[config.mk]
export PLATFORM = sky130hd
export DESIGN_NAME = turbo_enc_flat
export DESIGN_NICKNAME = d
export VERILOG_FILES = /design/src/rtl/turbo_pkg.sv /design/src/rtl/turbo_enc_if.sv /design/src/rtl/turbo_rsc.sv /design/src/rtl/turbo_enc.sv /design/src/flat_wrapper.sv
export SDC_FILE = /design/constraint.sdc
export NUM_CORES = 1
export LEC_CHECK = 0
export ABC_AREA = 1
export BUFFER_PORTS_ARGS = -buffer_cell sky130_fd_sc_hd__buf_2
export CAP_MARGIN = 5
export CORE_MARGIN = 2
export CORE_UTILIZATION = 45
export CTS_CLUSTER_DIAMETER = 120
export CTS_CLUSTER_SIZE = 10
export DETAILED_ROUTE_END_ITERATION = 10
export GPL_TIMING_DRIVEN = 0
export PLACE_DENSITY = 0.66
export REMOVE_ABC_BUFFERS = 1
export SLEW_MARGIN = 20
export SYNTH_ARGS = -nofsm -noshare
export SYNTH_HDL_FRONTEND = slang
export SYNTH_SLANG_ARGS = --single-unit
[constraint.sdc]
create_clock -name clk_p_i -period 4.4 [get_ports clk_p_i]
set_input_delay 0.22 -clock clk_p_i [delete_from_list [all_inputs] [get_ports clk_p_i]]
set_output_delay 0.22 -clock clk_p_i [all_outputs]
set_load 0.02 [all_outputs]
[src/rtl/turbo_pkg.sv]
// -----------------------------------------------------------------------------
// turbo_pkg
// Shared constants, types and helpers for the rate-1/3 turbo encoder slice.
//   K        number of info bits per frame
//   STEPS    trellis steps per frame (K info steps plus two termination steps)
//   SYM_W    width of one soft symbol (two's complement)
//   WORD_W   width of one output word
//   N_WORDS  output words per frame
//   FRAME_W  width of the complete soft frame
//   PI       interleaver: encoder 2 sees info[PI[k]] at step k
//   state_t  control FSM states
// -----------------------------------------------------------------------------
package turbo_pkg;

    localparam int K       = 5;
    localparam int STEPS   = 7;
    localparam int SYM_W   = 4;
    localparam int WORD_W  = 21;
    localparam int N_WORDS = 4;
    localparam int FRAME_W = 84;

    localparam logic [2:0] PI [0:K-1] = '{3'd3, 3'd0, 3'd4, 3'd1, 3'd2};

    typedef enum logic [1:0] {
        IDLE,
        ENC,
        SEND
    } state_t;

    // Info bit for step idx; steps beyond the info block read as 0.
    function automatic logic info_bit(logic [K-1:0] info, logic [2:0] idx);
        return (idx < 3'(K)) ? info[idx] : 1'b0;
    endfunction

    // Interleaved info bit for step k (encoder 2 input).
    function automatic logic perm_bit(logic [K-1:0] info, logic [2:0] k);
        return (k < 3'(K)) ? info[PI[k]] : 1'b0;
    endfunction

    // BPSK map: bit 0 -> +amp, bit 1 -> -amp.
    function automatic logic [SYM_W-1:0] bpsk(logic b, int amp);
        logic [SYM_W-1:0] m;
        m = SYM_W'(amp);
        return b ? -m : m;
    endfunction

endpackage

[src/rtl/turbo_enc_if.sv]
// -----------------------------------------------------------------------------
// turbo_enc_if
// Request/stream bundle of the turbo encoder.
//   start_i / data_i / ready_o        frame request, data_i sampled on start_i & ready_o
//   valid_o / out_ready_i / data_o    output word stream, transfer on valid_o & out_ready_i
//   last_o                            marks the final word of a frame
//   done_o                            one-cycle pulse after the final transfer
// Modports: slave = encoder side, master = requester/sink side.
// -----------------------------------------------------------------------------
interface turbo_enc_if;
    import turbo_pkg::*;

    logic              start_i;
    logic [K-1:0]      data_i;
    logic              ready_o;
    logic              valid_o;
    logic              out_ready_i;
    logic [WORD_W-1:0] data_o;
    logic              last_o;
    logic              done_o;

    modport slave (
        input  start_i, data_i, out_ready_i,
        output ready_o, valid_o, data_o, last_o, done_o
    );

    modport master (
        output start_i, data_i, out_ready_i,
        input  ready_o, valid_o, data_o, last_o, done_o
    );
endinterface

[src/rtl/turbo_rsc.sv]
// -----------------------------------------------------------------------------
// turbo_rsc
// One recursive systematic convolutional (7,5) constituent encoder.
//   clk_i   clock, rising edge
//   rst_i   asynchronous active-high reset
//   clr_i   synchronous clear of the trellis state
//   en_i    advance one trellis step
//   tail_i  termination step: input replaced by s1^s2 so the feedback is 0
//   u_i     info bit for this step
//   sys_o   systematic bit actually fed into the trellis
//   p_o     parity bit for this step
// -----------------------------------------------------------------------------
module turbo_rsc (
    input  logic clk_i,
    input  logic rst_i,
    input  logic clr_i,
    input  logic en_i,
    input  logic tail_i,
    input  logic u_i,
    output logic sys_o,
    output logic p_o
);
    // state_q[1] = s1 (newest), state_q[0] = s2
    logic [1:0] state_q;
    logic       a;

    // Feedback a = u^s1^s2, parity p = a^s2; the tail input cancels the feedback.
    always_comb begin
        sys_o = tail_i ? (state_q[1] ^ state_q[0]) : u_i;
        a     = sys_o ^ state_q[1] ^ state_q[0];
        p_o   = a ^ state_q[0];
    end

    // Trellis state: cleared at frame start, shifted once per enabled step.
    always_ff @(posedge clk_i or posedge rst_i) begin
        if (rst_i) begin
            state_q <= '0;
        end else if (clr_i) begin
            state_q <= '0;
        end else if (en_i) begin
            state_q <= {a, state_q[1]};
        end
    end
endmodule

[src/rtl/turbo_enc.sv]
// -----------------------------------------------------------------------------
// turbo_enc
// Rate-1/3 turbo encoder: 5 info bits through two RSC(7,5) encoders (the
// second via the interleaver PI), two termination steps, BPSK-mapped to 4-bit
// soft symbols and streamed as four 21-bit words, word 0 = frame[20:0] first.
//   clk_p_i    clock, rising edge
//   reset_p_i  asynchronous active-high reset (aborts any frame in progress)
//   bus        turbo_enc_if.slave request/stream bundle
// Parameters: AMP soft magnitude (1..7); LFSR_SEED noise LFSR reset value.
// Optional feature macro TURBO_ENC_NOISE_EN: adds LFSR-driven +/-1 noise to
// each symbol, saturated to [-AMP,+AMP]. Without it every symbol is +/-AMP.
// -----------------------------------------------------------------------------
module turbo_enc
    import turbo_pkg::*;
#(
    parameter int AMP = 7
`ifdef TURBO_ENC_NOISE_EN
    , parameter logic [15:0] LFSR_SEED = 16'hACE1
`endif
) (
    input  logic        clk_p_i,
    input  logic        reset_p_i,
    turbo_enc_if.slave  bus
);
    state_t               state_q, state_d;
    logic [2:0]           k_q, k_d;
    logic [1:0]           w_q, w_d;
    logic                 done_q, done_d;
    logic [K-1:0]         info_q;
    logic [FRAME_W-1:0]   frame_q;
    logic                 load, step, tail, valid;
    logic                 u1, u2, sys1, p1, p2;
    logic                 sys2_unused;
    logic [3*SYM_W-1:0]   triple;

    // Termination steps follow the info steps.
    always_comb begin
        tail = (k_q >= 3'(K));
        u1   = info_bit(info_q, k_q);
        u2   = perm_bit(info_q, k_q);
    end

    turbo_rsc u_enc1 (
        .clk_i  (clk_p_i),
        .rst_i  (reset_p_i),
        .clr_i  (load),
        .en_i   (step),
        .tail_i (tail),
        .u_i    (u1),
        .sys_o  (sys1),
        .p_o    (p1)
    );

    // Encoder 2 systematic bits duplicate (permuted) info and are not sent.
    turbo_rsc u_enc2 (
        .clk_i  (clk_p_i),
        .rst_i  (reset_p_i),
        .clr_i  (load),
        .en_i   (step),
        .tail_i (tail),
        .u_i    (u2),
        .sys_o  (sys2_unused),
        .p_o    (p2)
    );

`ifdef TURBO_ENC_NOISE_EN
    logic [15:0] lfsr_q;

    // Offset 01 -> +1, 10 -> -1, else 0; clipping keeps the sign intact.
    function automatic logic [SYM_W-1:0] add_noise(logic [SYM_W-1:0] sym, logic [1:0] n);
        logic signed [SYM_W:0] v;
        logic signed [SYM_W:0] lim;
        v   = signed'({sym[SYM_W-1], sym});
        lim = (SYM_W+1)'(AMP);
        case (n)
            2'b01:   v = v + (SYM_W+1)'(1);
            2'b10:   v = v - (SYM_W+1)'(1);
            default: v = v;
        endcase
        if (v > lim) begin
            v = lim;
        end else if (v < -lim) begin
            v = -lim;
        end
        return v[SYM_W-1:0];
    endfunction

    // Fibonacci LFSR x^16+x^14+x^13+x^11+1, advancing every encode cycle.
    always_ff @(posedge clk_p_i or posedge reset_p_i) begin
        if (reset_p_i) begin
            lfsr_q <= LFSR_SEED;
        end else if (step) begin
            lfsr_q <= {lfsr_q[14:0], lfsr_q[15] ^ lfsr_q[13] ^ lfsr_q[12] ^ lfsr_q[10]};
        end
    end

    // Symbol j of the step takes its offset from lfsr bits [2j+1:2j].
    always_comb begin
        triple = {add_noise(bpsk(p2,   AMP), lfsr_q[5:4]),
                  add_noise(bpsk(p1,   AMP), lfsr_q[3:2]),
                  add_noise(bpsk(sys1, AMP), lfsr_q[1:0])};
    end
`else
    // Clean symbols: exactly +/-AMP.
    always_comb begin
        triple = {bpsk(p2, AMP), bpsk(p1, AMP), bpsk(sys1, AMP)};
    end
`endif

    // Next-state logic: latch request, run STEPS trellis steps, stream words.
    always_comb begin
        state_d = state_q;
        k_d     = k_q;
        w_d     = w_q;
        done_d  = 1'b0;
        load    = 1'b0;
        step    = 1'b0;
        case (state_q)
            IDLE: begin
                if (bus.start_i) begin
                    load    = 1'b1;
                    k_d     = '0;
                    state_d = ENC;
                end
            end
            ENC: begin
                step = 1'b1;
                if (k_q == 3'(STEPS - 1)) begin
                    w_d     = '0;
                    state_d = SEND;
                end else begin
                    k_d = k_q + 3'd1;
                end
            end
            SEND: begin
                if (bus.out_ready_i) begin
                    if (w_q == 2'(N_WORDS - 1)) begin
                        done_d  = 1'b1;
                        state_d = IDLE;
                    end else begin
                        w_d = w_q + 2'd1;
                    end
                end
            end
            default: state_d = IDLE;
        endcase
    end

    // Control registers, latched info bits, and the soft frame (step k fills
    // symbols 3k..3k+2, i.e. frame[12k+11:12k]).
    always_ff @(posedge clk_p_i or posedge reset_p_i) begin
        if (reset_p_i) begin
            state_q <= IDLE;
            k_q     <= '0;
            w_q     <= '0;
            done_q  <= 1'b0;
            info_q  <= '0;
            frame_q <= '0;
        end else begin
            state_q <= state_d;
            k_q     <= k_d;
            w_q     <= w_d;
            done_q  <= done_d;
            if (load) begin
                info_q <= bus.data_i;
            end
            if (step) begin
                frame_q[3*SYM_W*k_q +: 3*SYM_W] <= triple;
            end
        end
    end

    // Stream outputs are decoded from the state and word index.
    always_comb begin
        valid       = (state_q == SEND);
        bus.ready_o = (state_q == IDLE);
        bus.valid_o = valid;
        bus.data_o  = valid ? frame_q[WORD_W*w_q +: WORD_W] : '0;
        bus.last_o  = valid && (w_q == 2'(N_WORDS - 1));
        bus.done_o  = done_q;
    end
endmodule

[src/flat_wrapper.sv]
// flat-port wrapper written by rule: the top's interface ports become plain ports
module turbo_enc_flat import turbo_pkg::*;
#(
    parameter int AMP = 7

)
  (clk_p_i, reset_p_i, bus_start_i, bus_data_i, bus_out_ready_i, bus_ready_o, bus_valid_o, bus_data_o, bus_last_o, bus_done_o);
  turbo_enc_if bus_i ();
  input  logic clk_p_i;
  input  logic reset_p_i;
  input wire logic [$bits(bus_i.start_i)-1:0] bus_start_i;
  input wire logic [$bits(bus_i.data_i)-1:0] bus_data_i;
  input wire logic [$bits(bus_i.out_ready_i)-1:0] bus_out_ready_i;
  output wire logic [$bits(bus_i.ready_o)-1:0] bus_ready_o;
  output wire logic [$bits(bus_i.valid_o)-1:0] bus_valid_o;
  output wire logic [$bits(bus_i.data_o)-1:0] bus_data_o;
  output wire logic [$bits(bus_i.last_o)-1:0] bus_last_o;
  output wire logic [$bits(bus_i.done_o)-1:0] bus_done_o;
  assign bus_i.start_i = bus_start_i;
  assign bus_i.data_i = bus_data_i;
  assign bus_i.out_ready_i = bus_out_ready_i;
  assign bus_ready_o = bus_i.ready_o;
  assign bus_valid_o = bus_i.valid_o;
  assign bus_data_o = bus_i.data_o;
  assign bus_last_o = bus_i.last_o;
  assign bus_done_o = bus_i.done_o;
  turbo_enc #(.AMP(AMP)) u_core (.clk_p_i(clk_p_i), .reset_p_i(reset_p_i), .bus(bus_i));
endmodule
# == Word level (Yosys, flattened, before mapping) ==
# Memories as Yosys holds them, arrays and structs flattened.
# Index checks and enable logic that the tools add are counted.
# totals
ff_bits,101
rom_bits,24
word_cells,86
memories,1
latch_bits,0
mem_bits_rw,0
# memory_table
name,words,width,read_ports,rd_clocked_by_memory_dff,wr,line,source
(name not given),8,3,1,0,0,turbo_pkg.sv:37,return (k < 3'(K)) ? info[PI[k]] : 1'b0;
# classes
eq_ne,10
magnitude_cmp,5
bitwise,9
shift,3
add_sub_neg,3
multipliers,2
n_reduce_logical,8
div_mod_pow,0
mux,37
# ops
op,n
84-bit bitwise mux,1
12-bit by 34-bit variable shift with 84-bit output (first input constant),1
12-bit by 34-bit variable part select with 84-bit output,1
84-bit by 8-bit variable part select with 21-bit output,1
7-bit negator with 34-bit output,1
2-bit two-way mux,11
21-bit two-way mux,1
1-bit two-way mux,12
3-bit two-way mux,4
4-bit two-way mux,3
3-bit by 4-bit < comparator with 1-bit output (second input constant),2
2-bit inequality test (second input constant),4
4-bit AND reduction,2
1-bit bitwise XOR,8
5-bit by 2-bit multiplier with 7-bit output (first input constant),1
1-bit binary-select mux with 3-bit select,2
2-bit one-hot mux with 3 select lines,1
3-bit one-hot mux with 2 select lines,1
2-bit nonzero test,3
2-bit by 3-bit multiplier with 5-bit output (first input constant),1
2-bit == test (second input constant),2
4-bit >= comparator (second input constant),1
2-bit by 1-bit inequality test with 1-bit output (second input constant),2
3-bit inverter with 4-bit output,1
10 further kinds,10

# == Logic depth before layout (Yosys ltp) ==
# logic_depth
ltp_word,14
ltp_mapped,20
mapped_depth_nobuf,17

# == By module ==
# From an unflattened synthesis, not the netlist that was laid out.
# unflattened
hier_cells,726
area_unflattened_um2,5225.0
# by_module_without_submodules
module,cells_per_inst,seq_area_each_um2,area_per_inst_um2,n_inst
turbo_enc,676,1901.8,4907.2,1
turbo_rsc,25,50.0,158.9,2

# == Least setup slack after synthesis ==
# No wires, ideal clock.
# synth_timing
kind,reg-to-reg
from,register u_core.k_q[1]
to,register u_core.frame_q[51]
stages_incl_launch_ff,14
arrival_ns,2.685
required_time_ns,4.281
setup_ns,0.119
period_less_slack_ns,2.804
setup_slack_ns,1.596
path_cell_list,dfrtp_1 > ha_1 > fa_1 > xnor2_4 > nand2_1 > nor2_1 > ha_1 > clkbuf_1 > nand2_1 > nor2_4 > nand2_2 > nor3_2 > nand2_1 > o21a_1
# synth_via
elab_chain_len,14
elab_cells_between_ends,28
cone_classes,add/sub (1); mul (1); order compare (2); shift (2); mux (14); bitwise (7); memory (1)
# synth_rtl
element,line,source
from (decl),turbo_enc.sv:26,"logic [2:0] k_q, k_d;"
from (signal assigned),turbo_enc.sv:161,k_q <= k_d;
3-bit inverter with 4-bit output (implied by the code),turbo_pkg.sv:37,
memory 8 x 3 bit,--,
3-bit two-way mux (implied by the code) (2 in series),turbo_pkg.sv:37,
1-bit binary-select mux with 3-bit select,turbo_pkg.sv:37,
1-bit two-way mux (implied by the code),turbo_pkg.sv:37,
1-bit two-way mux,turbo_pkg.sv:37,
1-bit two-way mux,turbo_rsc.sv:29,sys_o = tail_i ? (state_q[1] ^ state_q[0]) : u_i;
1-bit bitwise XOR (2 in series),turbo_rsc.sv:30,a = sys_o ^ state_q[1] ^ state_q[0];
1-bit bitwise XOR,turbo_rsc.sv:31,p_o = a ^ state_q[0];
4-bit two-way mux,turbo_pkg.sv:44,return b ? -m : m;
12-bit by 34-bit variable part select with 84-bit output,turbo_enc.sv:168,frame_q[3*SYM_W*k_q +: 3*SYM_W] <= triple;
84-bit bitwise mux *,turbo_enc.sv:168,
"to (signal, indexed assignment)",turbo_enc.sv:168,
to (decl),turbo_enc.sv:30,logic [FRAME_W-1:0] frame_q;
# Every way passes the cells marked *; elsewhere a longest branch is shown, timed or not. The select of a mux whose other input is x is not followed.
# A chain may end at the register's enable or synchronous reset.

# == Final worst setup path ==
# layout_timing
from,register u_core.k_q[0]
to,register u_core.frame_q[23]
# Same word-level chain as after synthesis.

==> impl_metrics.ini <==
[outcome]
status = complete, no violations

[sta]
tns_ns = 0
max_freq_ghz = 0.275
setup_viol = 0
maxSlewViolCount = 0
relSlewSlack = 0.387
worst_pin_slew_ns = 0.919
finalHoldViolCount = 0
fin_skew_ns = 0.0123
rsz0062_at_grt = no
min_period_over_period = 0.827
setup_ws_ns = 0.760
period_needed_ns = 3.64
hold_ws_ns = 0.0661

[logic_synthesis]
yosysMostFrequentCell = nand2_1
synth_cells = 673
synth_top_family_by_area = simple AND/OR/NAND/NOR gates
ys.warnings.count = 0
synth_simple_gate_area_frac = 0.302
synth_compound_area_frac = 0.161
syn-cell-area_um2 = 4910
syn_avg_cell_area_um2 = 7.29
synthAdderAreaFrac = 0.0296
ys_types = 45
ys_ff_latch = 80
yosysTopAreaCell = dfrtp_1
synth.area.top_cells = dfrtp_1 (41%), nand2_1 (16%), o21ai_0 (6.2%)
ys_top_cells_by_count = nand2_1 (204), dfrtp_1 (80), inv_1 (67)
synth_edf_count = 0
synth_async_sr_flop_share = 1.00
muxShareOfSynthArea = 0
yosysSeqAreaShare = 0.408
synth_top_area_frac = 0.408
synth_flop_cell = dfrtp_1
synthXorXnorAreaFrac = 0.0127

[worst_setup_path]
r2r_cells = 15
critPathMaxFanout = 11
critPathKind = reg -> reg
critPathRequiredTime_ns = 4.67
start_kind = flop
worstPathArrival_ns = 3.91
cp-end-kind = flop

[cts]
clk_path_buf_depth = 2
cts_root_buf = clkbuf_8
numCtsBuffers = 9
cts_max_level = 3
post-cts-setup-buffers = 0
clk_latency_ns = 0.36
path_clk_slew_ns = 0.10
cts_tree = done
cts.sinks = 80

[floorplan]
die_y_um = 108
io_pins = 34
start_util = 0.457
rows = 38
design.core.area_um2 = 10700
die_x_um = 108
die_area_um2 = 11800

[placement]
pre_cts_ws_ns = 0.792
io_buffer_count = 33
finalWeightedCongestion = 0.921
place_hpwl_um = 9830

[drt]
totalWireLength_um = 13500
vias = 4507
wl_per_cell_um = 16.1
first_pass_iters = 5
ant_nets = 0
via_per_inst = 5.37
drt-initial-drc-count = 355
drcViolationCount = 0

[global_route]
first_global_vias = 4304
antenna_found_initial = 0
overflow = 0
grt_first_pass_wirelength_um = 22100
track_usage = 0.245
grt_max_degree = 56

[final_layout]
nFillCells = 1112
n_antenna_cell = 0
final_core_utilization = 0.502
areaGrowthSynthToFinish_pct = 9.89
drive_gt1_frac = 0.152
nNetsFinal = 714

[min_path]
hold_path_class = in -> reg
whs_path_depth = 3

[run]
maxCapViolations = 0
==> cells in the final DEF (no fill, tap or decap), types with 2 or more instances in the layout <==
| cell type | Yosys | final |
|---|---|---|
| nor2_1 | 40 | 40 |
| a31oi_1 | 3 | 3 |
| a311oi_1 | 8 | 8 |
| o21ai_1 | 2 | 2 |
| nand3_2 | 3 | 3 |
| a21oi_1 | 46 | 46 |
| o211ai_1 | 2 | 2 |
| or2_2 | 3 | 3 |
| o21bai_1 | 2 | 2 |
| clkbuf_8 | 0 | 9 |
| clkinv_4 | 0 | 2 |
| nand4_1 | 9 | 9 |
| nor2_2 | 9 | 9 |
| o21ai_2 | 4 | 4 |
| bufinv_16 | 0 | 2 |
| o32ai_1 | 2 | 2 |
| ha_1 | 10 | 10 |
| inv_6 | 0 | 2 |
| or2_1 | 4 | 4 |
| xnor2_1 | 3 | 3 |
| o21ai_0 | 61 | 61 |
| buf_2 | 2 | 33 |
| inv_1 | 67 | 66 |
| dfrtp_1 | 80 | 79 |
| nand2_1 | 204 | 204 |
| inv_2 | 12 | 12 |
| nor3_1 | 2 | 2 |
| nand2_2 | 9 | 9 |
| clkinv_1 | 2 | 2 |
| nor2_4 | 5 | 5 |
| a21oi_2 | 3 | 3 |
| nand3_1 | 40 | 40 |
==> final cells by class <==
type                    count  area [µm²]  area share
multi-input cells         487        2480       0.460
flip-flops and latches     80        2000       0.371
inverters                  81         307      0.0568
repair buffers             35         203      0.0376
well taps                 140         175      0.0325
clock buffers               9         124      0.0230
clock inverters             7         103      0.0190
==> per-stage QoR <==
step	instances	cell area, µm²
2_1_floorplan	648	4780
3_3_place_gp	821	5120
3_5_place_dp	822	5160
4_1_cts	839	5390
5_1_grt	839	5390
6_report	839	5390
==> registers in the layout, indices dropped and copies added, names as in the netlist <==
| register | count |
|---|---|
| u_core.bus.done_o | 1 |
| u_core.frame_q | 63 |
| u_core.info_q | 5 |
| u_core.k_q | 3 |
| u_core.state_q | 2 |
| u_core.u_enc1.state_q | 2 |
| u_core.u_enc2.state_q | 2 |
| u_core.w_q | 2 |
==> final timing paths <==
kind	from	to	slack (ns)
hold / removal	bus_data_i[2]	u_core.info_q[2]$_DFFE_PP0P_	0.07
hold reg to reg	u_core.frame_q[60]$_DFFE_PP0P_	u_core.frame_q[60]$_DFFE_PP0P_	0.45
min in group asynchronous	reset_p_i	u_core.frame_q[80]$_DFFE_PP0P_	0.38
max in group asynchronous	reset_p_i	u_core.frame_q[3]$_DFFE_PP0P_	3.43
setup reg to reg	u_core.k_q[0]$_DFFE_PP0P_	u_core.frame_q[23]$_DFFE_PP0P_	0.76
setup / recovery	u_core.k_q[0]$_DFFE_PP0P_	u_core.frame_q[23]$_DFFE_PP0P_	0.76
==> kinds of logic (layout without fill, tap and decap cells) <==
kind of cell	count (synthesis)	in the layout
flops	80	80
fa+ha+maj	11	11
buf+inv	106	132
xor+xnor	5	5
compound gates	138	138
simple gates	333	333
==> routing by layer <==
layer / GRT usage / part of all wire / wire, µm / up-vias
li1: - / - / - / 2224
met1: 0.347 / 0.47 / 6420 / 2153
met3: 0.0380 / 0.042 / 565 / 21
met2: 0.392 / 0.46 / 6270 / 109
met4: 0.0632 / 0.021 / 283 / 0
met5: 0 / 0 / 0 / -
==> what timing repair did <==
item | in CTS | in global routing
hold buffers | 1 | 0
hold endpoints to repair | 25 | 0
resized for setup | 0 | 0
==> critical path, cell delays in order, from the launching register on <==
cell     delay, ns
dfrtp_1       0.58
ha_1          0.41
fa_1          0.48
xnor2_4       0.18
nand2_1       0.09
nor2_1        0.04
ha_1          0.51
inv_1         0.25
nor2_2        0.22
inv_2         0.06
nor2_2        0.18
inv_1         0.13
nor2_2        0.21
inv_1         0.09
nand2_1       0.06
nand2_1       0.04
Power is left out: the tool's default activity adds up to more than one toggle a clock period on the data nets, which glitch-free logic cannot reach.
